`config.mk`:
```
export PLATFORM = sky130hd
export DESIGN_NAME = result_status_stage
export DESIGN_NICKNAME = d
export VERILOG_FILES = /design/src/rtl/arith_pkg.sv /design/src/rtl/status_flags.sv /design/src/rtl/result_status_stage.sv
export SDC_FILE = /design/constraint.sdc
export NUM_CORES = 1
export LEC_CHECK = 0
export ABC_CLOCK_PERIOD_IN_PS = 2000
export BUFFER_PORTS_ARGS = -buffer_cell sky130_fd_sc_hd__buf_2
export CAP_MARGIN = 25
export CORE_ASPECT_RATIO = 0.5
export CORE_UTILIZATION = 39
export CTS_CLUSTER_SIZE = 24
export DETAILED_ROUTE_END_ITERATION = 12
export SLEW_MARGIN = 10
export SYNTH_ARGS = -nofsm -noshare
export SYNTH_HDL_FRONTEND = slang
export SYNTH_SLANG_ARGS = --single-unit
```
`constraint.sdc`:
```
create_clock -name i_clk -period 2 [get_ports i_clk]
set_input_delay 0.4 -clock i_clk [delete_from_list [all_inputs] [get_ports i_clk]]
set_output_delay 0.4 -clock i_clk [all_outputs]
set_load 0.02 [all_outputs]
```
`src/rtl/arith_pkg.sv`:
```
// Shared types for the arithmetic output stages: buffer state, status-bit indices and the
// buffered entry format.
package arith_pkg;

  localparam int unsigned RESULT_BITS = 32;
  localparam int unsigned STATUS_W    = 4;

  localparam int unsigned ST_ERR  = 3;
  localparam int unsigned ST_NEG  = 2;
  localparam int unsigned ST_ZERO = 1;
  localparam int unsigned ST_ONES = 0;

  typedef enum logic [1:0] {
    StEmpty = 2'd0,
    StOne   = 2'd1,
    StTwo   = 2'd2
  } buf_state_e;

  typedef struct packed {
    logic [RESULT_BITS-1:0] result;
    logic [STATUS_W-1:0]    status;
  } entry_t;

endpackage

```
`src/rtl/status_flags.sv`:
```
// Combinational entry formation: error beats are sanitised to a zero result carrying only ERR.
module status_flags
  import arith_pkg::*;
#(
  parameter int unsigned BITS = RESULT_BITS
) (
  input  logic [BITS-1:0]     i_result,
  input  logic                i_error,
  output logic [BITS-1:0]     o_result,
  output logic [STATUS_W-1:0] o_status
);

  always_comb begin
    o_result = '0;
    o_status = '0;
    if (i_error) begin
      o_status[ST_ERR] = 1'b1;
    end else begin
      o_result          = i_result;
      o_status[ST_NEG]  = i_result[BITS-1];
      o_status[ST_ZERO] = (i_result == '0);
      o_status[ST_ONES] = (i_result == '1);
    end
  end

endmodule

```
`src/rtl/result_status_stage.sv`:
```
// Two-entry skid-buffered result stage with status flags and a saturating error counter.
// The buffered entry type fixes the data width at RESULT_BITS; BITS must match it.
module result_status_stage
  import arith_pkg::*;
#(
  parameter int unsigned BITS  = RESULT_BITS,
  parameter int unsigned CNT_W = 8
) (
  input  logic                i_clk,
  input  logic                i_rsn,
  input  logic                i_valid,
  output logic                o_ready,
  input  logic [BITS-1:0]     i_result,
  input  logic                i_error,
  output logic                o_valid,
  input  logic                i_ready,
  output logic [BITS-1:0]     o_result,
  output logic [STATUS_W-1:0] o_status,
  input  logic                i_clr_cnt,
  output logic [CNT_W-1:0]    o_err_cnt
);

  buf_state_e r_state, w_state_nxt;
  entry_t     r_out, w_out_nxt;
  entry_t     r_skid, w_skid_nxt;
  logic [CNT_W-1:0] r_cnt, w_cnt_nxt;

  logic                w_accept;
  logic                w_consume;
  entry_t              w_new;
  logic [BITS-1:0]     w_new_result;
  logic [STATUS_W-1:0] w_new_status;

  status_flags #(
    .BITS(BITS)
  ) u_status_flags (
    .i_result(i_result),
    .i_error (i_error),
    .o_result(w_new_result),
    .o_status(w_new_status)
  );

  assign w_new     = '{result: w_new_result, status: w_new_status};
  assign o_ready   = (r_state != StTwo);
  assign o_valid   = (r_state != StEmpty);
  assign w_accept  = i_valid && o_ready;
  assign w_consume = o_valid && i_ready;

  always_comb begin
    w_state_nxt = r_state;
    w_out_nxt   = r_out;
    w_skid_nxt  = r_skid;
    unique case (r_state)
      StEmpty: begin
        if (w_accept) begin
          w_state_nxt = StOne;
          w_out_nxt   = w_new;
        end
      end
      StOne: begin
        if (w_accept && w_consume) begin
          w_out_nxt = w_new;
        end else if (w_accept) begin
          w_state_nxt = StTwo;
          w_skid_nxt  = w_new;
        end else if (w_consume) begin
          w_state_nxt = StEmpty;
        end
      end
      StTwo: begin
        if (w_consume) begin
          w_state_nxt = StOne;
          w_out_nxt   = r_skid;
        end
      end
      default: w_state_nxt = StEmpty;
    endcase
  end

  // Clear wins over a same-cycle error accept; saturate rather than wrap.
  always_comb begin
    w_cnt_nxt = r_cnt;
    if (i_clr_cnt) begin
      w_cnt_nxt = '0;
    end else if (w_accept && i_error && (r_cnt != '1)) begin
      w_cnt_nxt = r_cnt + {{(CNT_W-1){1'b0}}, 1'b1};
    end
  end

  always_ff @(posedge i_clk or negedge i_rsn) begin
    if (!i_rsn) begin
      r_state <= StEmpty;
      r_out   <= '0;
      r_skid  <= '0;
      r_cnt   <= '0;
    end else begin
      r_state <= w_state_nxt;
      r_out   <= w_out_nxt;
      r_skid  <= w_skid_nxt;
      r_cnt   <= w_cnt_nxt;
    end
  end

  assign o_result  = r_out.result;
  assign o_status  = r_out.status;
  assign o_err_cnt = r_cnt;

endmodule

```
# After elaboration in Yosys (flattened, before gate mapping)
# Index checks and enable logic that the tools add are counted.
dict set report op_classes {
  mul 0
  shifts 0
  muxes 15
  reduce_logical 13
  n_addsub 1
  n_eq_ne 10
  bitwise_logic 1
  order_cmp 0
  div_mod_pow 0
}
# op count
set op_table {}
lappend op_table {{$mux W36} 3}
lappend op_table {{$pmux W36 S3} 1}
lappend op_table {{$eq A32 B32 Y1 const B} 1}
lappend op_table {{$logic_not A32 Y1} 1}
lappend op_table {{$mux W32} 1}
lappend op_table {{$mux W8} 2}
lappend op_table {{$mux W2} 5}
lappend op_table {{$ne A2 B2 Y1 const B} 5}
lappend op_table {{$add A8 B1 Y8 const B} 1}
lappend op_table {{$ne A8 B8 Y1 const B} 1}
lappend op_table {{$reduce_and A4 Y1} 2}
lappend op_table {{$pmux W2 S3} 1}
lappend op_table {{$logic_and A1 B1 Y1} 5}
lappend op_table {{$reduce_bool A2 Y1} 2}
lappend op_table {{$mux W3} 1}
lappend op_table {{$ne A3 B3 Y1 const B} 1}
lappend op_table {{$reduce_and A3 Y1} 1}
lappend op_table {{$reduce_bool A3 Y1} 1}
lappend op_table {{$eq A2 B1 Y1 const B} 1}
lappend op_table {{$eq A2 B2 Y1 const B} 1}
lappend op_table {{$logic_not A2 Y1} 1}
lappend op_table {{$mux W1} 1}
lappend op_table {{$not A1 Y1} 1}
dict set report word_totals {
  regBits 82
  mem_bits_rw 0
  n_memories 0
  rom_bits 0
  latchBits 0
  out_inout_bits 46
  input_bits 38
  word_cells 46
}

# Logic depth before layout (Yosys ltp)
dict set report depth {
  depth_word 6
  mapped_depth 6
  mapped_depth_nobuf 5
}

# By module
# Synthesis repeated with hierarchy kept, for this count alone.
dict set report hier_totals {
  cells_unflattened 389
  area_unflattened_um2 3866.2
}
# module instances area_per_inst_um2 cells_each
set by_module_without_submodules {}
lappend by_module_without_submodules {result_status_stage 1 3488.3 329}
lappend by_module_without_submodules {status_flags 1 377.9 60}

# Worst setup path after synthesis
# No wires, ideal clock.
dict set report synth_timing {
  kind {register to register}
  from {register r_cnt[0] (netlist: o_err_cnt[0])}
  to {register r_cnt[4] (netlist: o_err_cnt[4])}
  t_arrival_ns 1.791
  n_path_buf 0
  required_ns 1.922
  slack_ns 0.132
  stages_incl_launch_ff 6
  setup_ns 0.078
  cell_sequence {dfrtp_1 > ha_1 > and4_1 > a2111o_1 > or3_1 > a21oi_1}
}
dict set report synth_between {
  elab_chain_len 3
}
# element line
set synth_lines {}
lappend synth_lines {{start, declared} result_status_stage.sv:26} ;# logic [CNT_W-1:0] r_cnt, w_cnt_nxt;
lappend synth_lines {{start signal, assigned} result_status_stage.sv:100} ;# r_cnt <= w_cnt_nxt;
lappend synth_lines {{$add A8 B1 Y8 / $ne A8 B8 Y1 (equally long branches)} {result_status_stage.sv:86, result_status_stage.sv:85}}
lappend synth_lines {{$mux W8 / $logic_and A1 B1 Y1 (equally long branches)} result_status_stage.sv:85} ;# end else if (w_accept && i_error && (r_cnt != '1)) begin
lappend synth_lines {{$mux W8 / $reduce_bool A2 Y1 (equally long branches)} n/a}
# Parallel ways exist; a longest one is shown, timed or not. The select of a mux whose other input is x is not followed.
# A chain may end at the register's enable or synchronous reset.

# Worst setup path after layout
# Ends and elaborated chain as after synthesis.

==> metrics.txt <==
outcome completed; Bufs on Longest Clock Path 2; Synth Area in Compound Gates 0.207; crit path time final 1.90 ns; Worst Hold Depth 2; min-delay src i_ready; drt total wl 9.03 mm; row count 24; Reg clk slew, reported paths 0.06 ns; GRT Total Usage 0.201; Final Hold Vio Count 0; clock network fraction of total power 0.314; worst hold path class input port to flip-flop; Root Buffer clkbuf_16; syn_area_per_cell 9.59 um^2; final core utilization 0.516; post-layout instance area 4660 um^2; GR Overflow Total 0; drt pass-1 iters 4; Post-Synth XOR/XNOR Area 0.00699; Final Cycle Share 0.949; TNS Setup 0 ns; Async SR Flop Fraction 1.00; vias 3095; Crit path required time 2.25 ns; crit path DAT 2.15 ns; Yosys warnings 0; Synth Register Bits 80; die area 10100 um^2; post-synthesis mux area share 0.00832; library cells used by synthesis 41; Nets 508; Syn Std Cell Area 3760 um^2; simple-gate share of the synthesized area 0.206; vias in the first global route 3030; Internal 3610 uW; CP endpoint kind flip-flop; Most Crowded Layer GR met2; share of layout cells above drive strength 1 0.243; unrepaired setup endpoints after global routing false; PwrDens 1130 nW/um^2; Sw Share 0.316; Gate power share 0.259; 1st-iter DRT viols 224; Sw Pwr 1670 uW; largest family of logic cells by synthesized area compound AO/OA/AOI/OAI gates; post-CTS setup buffers 0; first-pass GRT wire length 15.3 mm; Core Box Area 9040 um^2; worst slew pin tran 0.528 ns; Synth Area in Adders 0.00333; Synth Instances 392; worst skew pair latency 0.34 ns; io pins 84; most frequent cells in the layout 82 x buf_2, 79 x dfrtp_1, 75 x nand2_1, 35 x o21ai_0; Die Wd 141 um; drt wl/cell 15.0 um; EDFF count, synth 0; total power 5270 uW; TritonCTS clock tree done; Sequential Power Share 0.427; Reg2Reg Depth 5; GR met2 Demand/Resource 0.305; most common cell after layout, fill and taps aside buf_2; P&R area growth vs syn 24.0%; clock sinks 80; routability congestion estimate 0.748; n_diodes 0; worst hold slack 0.319 ns; Via density 5.12; CTS Buf Count 9; Max Clk Rate 527 MHz; R2R Setup Slk 0.10 ns; hpwl dp 6.48 mm; dominant synthesized flop cell dfrtp_1; # fillers 850; syn_nets 431; fin. max-slew vios 0; Fin Clk Skew 0.00658 ns; maximum VDD drop 532 uV; Crit Path Category flip-flop to flip-flop; dpl cell area 4350 um^2; nature of the critical path startpoint flip-flop; Worst slew margin 0.639; largest net degree at the start of global routing 46; Max Cap Viol 0; GR Layer Usage met1 0.272; grt met3 use 0.0655; Lkg Pwr 0.00199 uW; crit-path max FO 5; Hold Path End r_state[1]$_DFFE_PN0P_; Routed Antenna Nets 0; die span in y 71.4 um; r2r startpoint o_err_cnt[0]$_DFFE_PN0P_; initial antenna violation count 1; reg2reg end o_err_cnt[4]$_DFFE_PN0P_; H-Tree Depth 3; Buffers on Ports 83; Setup-failing EPs final 0; Residual DRC 0; post-synthesis sequential area ratio 0.532; starting density of the core 0.416
power groups by stage:
stage	registers [uW]	clock network, uW	logic (uW)
after floorplan	2540	0	609
after global placement	2270	0	1370
after detailed placement	2280	0	1380
after CTS	2260	1700	1390
after global routing	2310	1770	1520
final	2250	1660	1370
critical path, cell delays in order, from the launching register on:
cell and delay (ns):
dfrtp_2 0.43, ha_1 0.23, and4_1 0.21, a2111o_1 0.46, or3_1 0.32, a21oi_1 0.16
timing repair:
item | 4_1_cts | 5_1_grt
endpoints found under the hold margin | 12 | 0
gates resized for setup | 0 | 1
endpoints found under the setup margin | 0 | 1
hold buffers | 1 | 0
cells in the mapped netlist (3+ instances only):
master,count,share of area
clkbuf_1,16,0.016
nand3_1,3,0.0040
buf_2,9,0.012
nor2_1,10,0.010
nor2b_1,3,0.0050
a21oi_1,5,0.0067
nand2b_1,33,0.055
buf_1,4,0.0040
nand4_1,9,0.015
o21a_1,32,0.064
o31ai_1,4,0.0080
or3_1,3,0.0050
nor4_1,8,0.013
o21ai_0,35,0.047
o211ai_1,32,0.064
or4_1,4,0.0080
dfrtp_1,80,0.53
nand2_1,75,0.075
cell families (layout without fill, tap and decap cells):
kind of cell               count (synthesis)  after routing
AOI/OAI and AO/OA                        116            116
xor gates and xnor gates                   3              3
adders and majority gates                  1              1
buffers and inverters                     32            114
DFF                                       80             80
muxes                                      3              3
and+or+nand+nor                          157            157
cell type report:
cell class | instances | area, um^2 | share of cell area
inverters | 2 | 7.51 | 0.00161
multi-input cells | 280 | 1630 | 0.350
flip-flops and latches | 80 | 2000 | 0.430
repair buffers | 96 | 556 | 0.119
clock inverters | 3 | 40.0 | 0.00859
well taps | 130 | 163 | 0.0349
clock buffers | 13 | 260 | 0.0558
routing by layer:
metal	vias to the layer above	wire [um]	part of all wire
li1	1537	-	-
met1	1484	4390	0.49
met2	61	4080	0.45
met3	11	444	0.049
met4	2	105	0.012
met5	-	8	0.00089
per-stage QoR:
step | instances | worst slack [ns]
3_5_place_dp | 587 | 0.0820
2_1_floorplan | 392 | 0.132
5_1_grt | 604 | 0.0152
6_report | 604 | 0.102
3_3_place_gp | 587 | 0.0928
4_1_cts | 604 | 0.0873
sequential cells by signal (all words and copies together), names as in the netlist:
| name | flops |
|---|---|
| o_err_cnt | 8 |
| o_result | 31 |
| o_status | 4 |
| r_skid | 35 |
| r_state | 2 |
worst max path at each step:
stage	startpoint	end	slack, ns	cells after the start
global route	o_err_cnt[0]$_DFFE_PN0P_	o_err_cnt[4]$_DFFE_PN0P_	0.02	5
global placement	i_result[8]	o_status[1]$_DFFE_PN0P_	0.09	5
finish	o_err_cnt[0]$_DFFE_PN0P_	o_err_cnt[4]$_DFFE_PN0P_	0.10	5
detailed placement	i_result[8]	r_skid[1]$_DFFE_PN0P_	0.08	4
floorplan	o_err_cnt[0]$_DFFE_PN0P_	o_err_cnt[4]$_DFFE_PN0P_	0.13	5
CTS	o_err_cnt[0]$_DFFE_PN0P_	o_err_cnt[4]$_DFFE_PN0P_	0.09	5
Note: power is estimated with default switching activity, not from simulation.
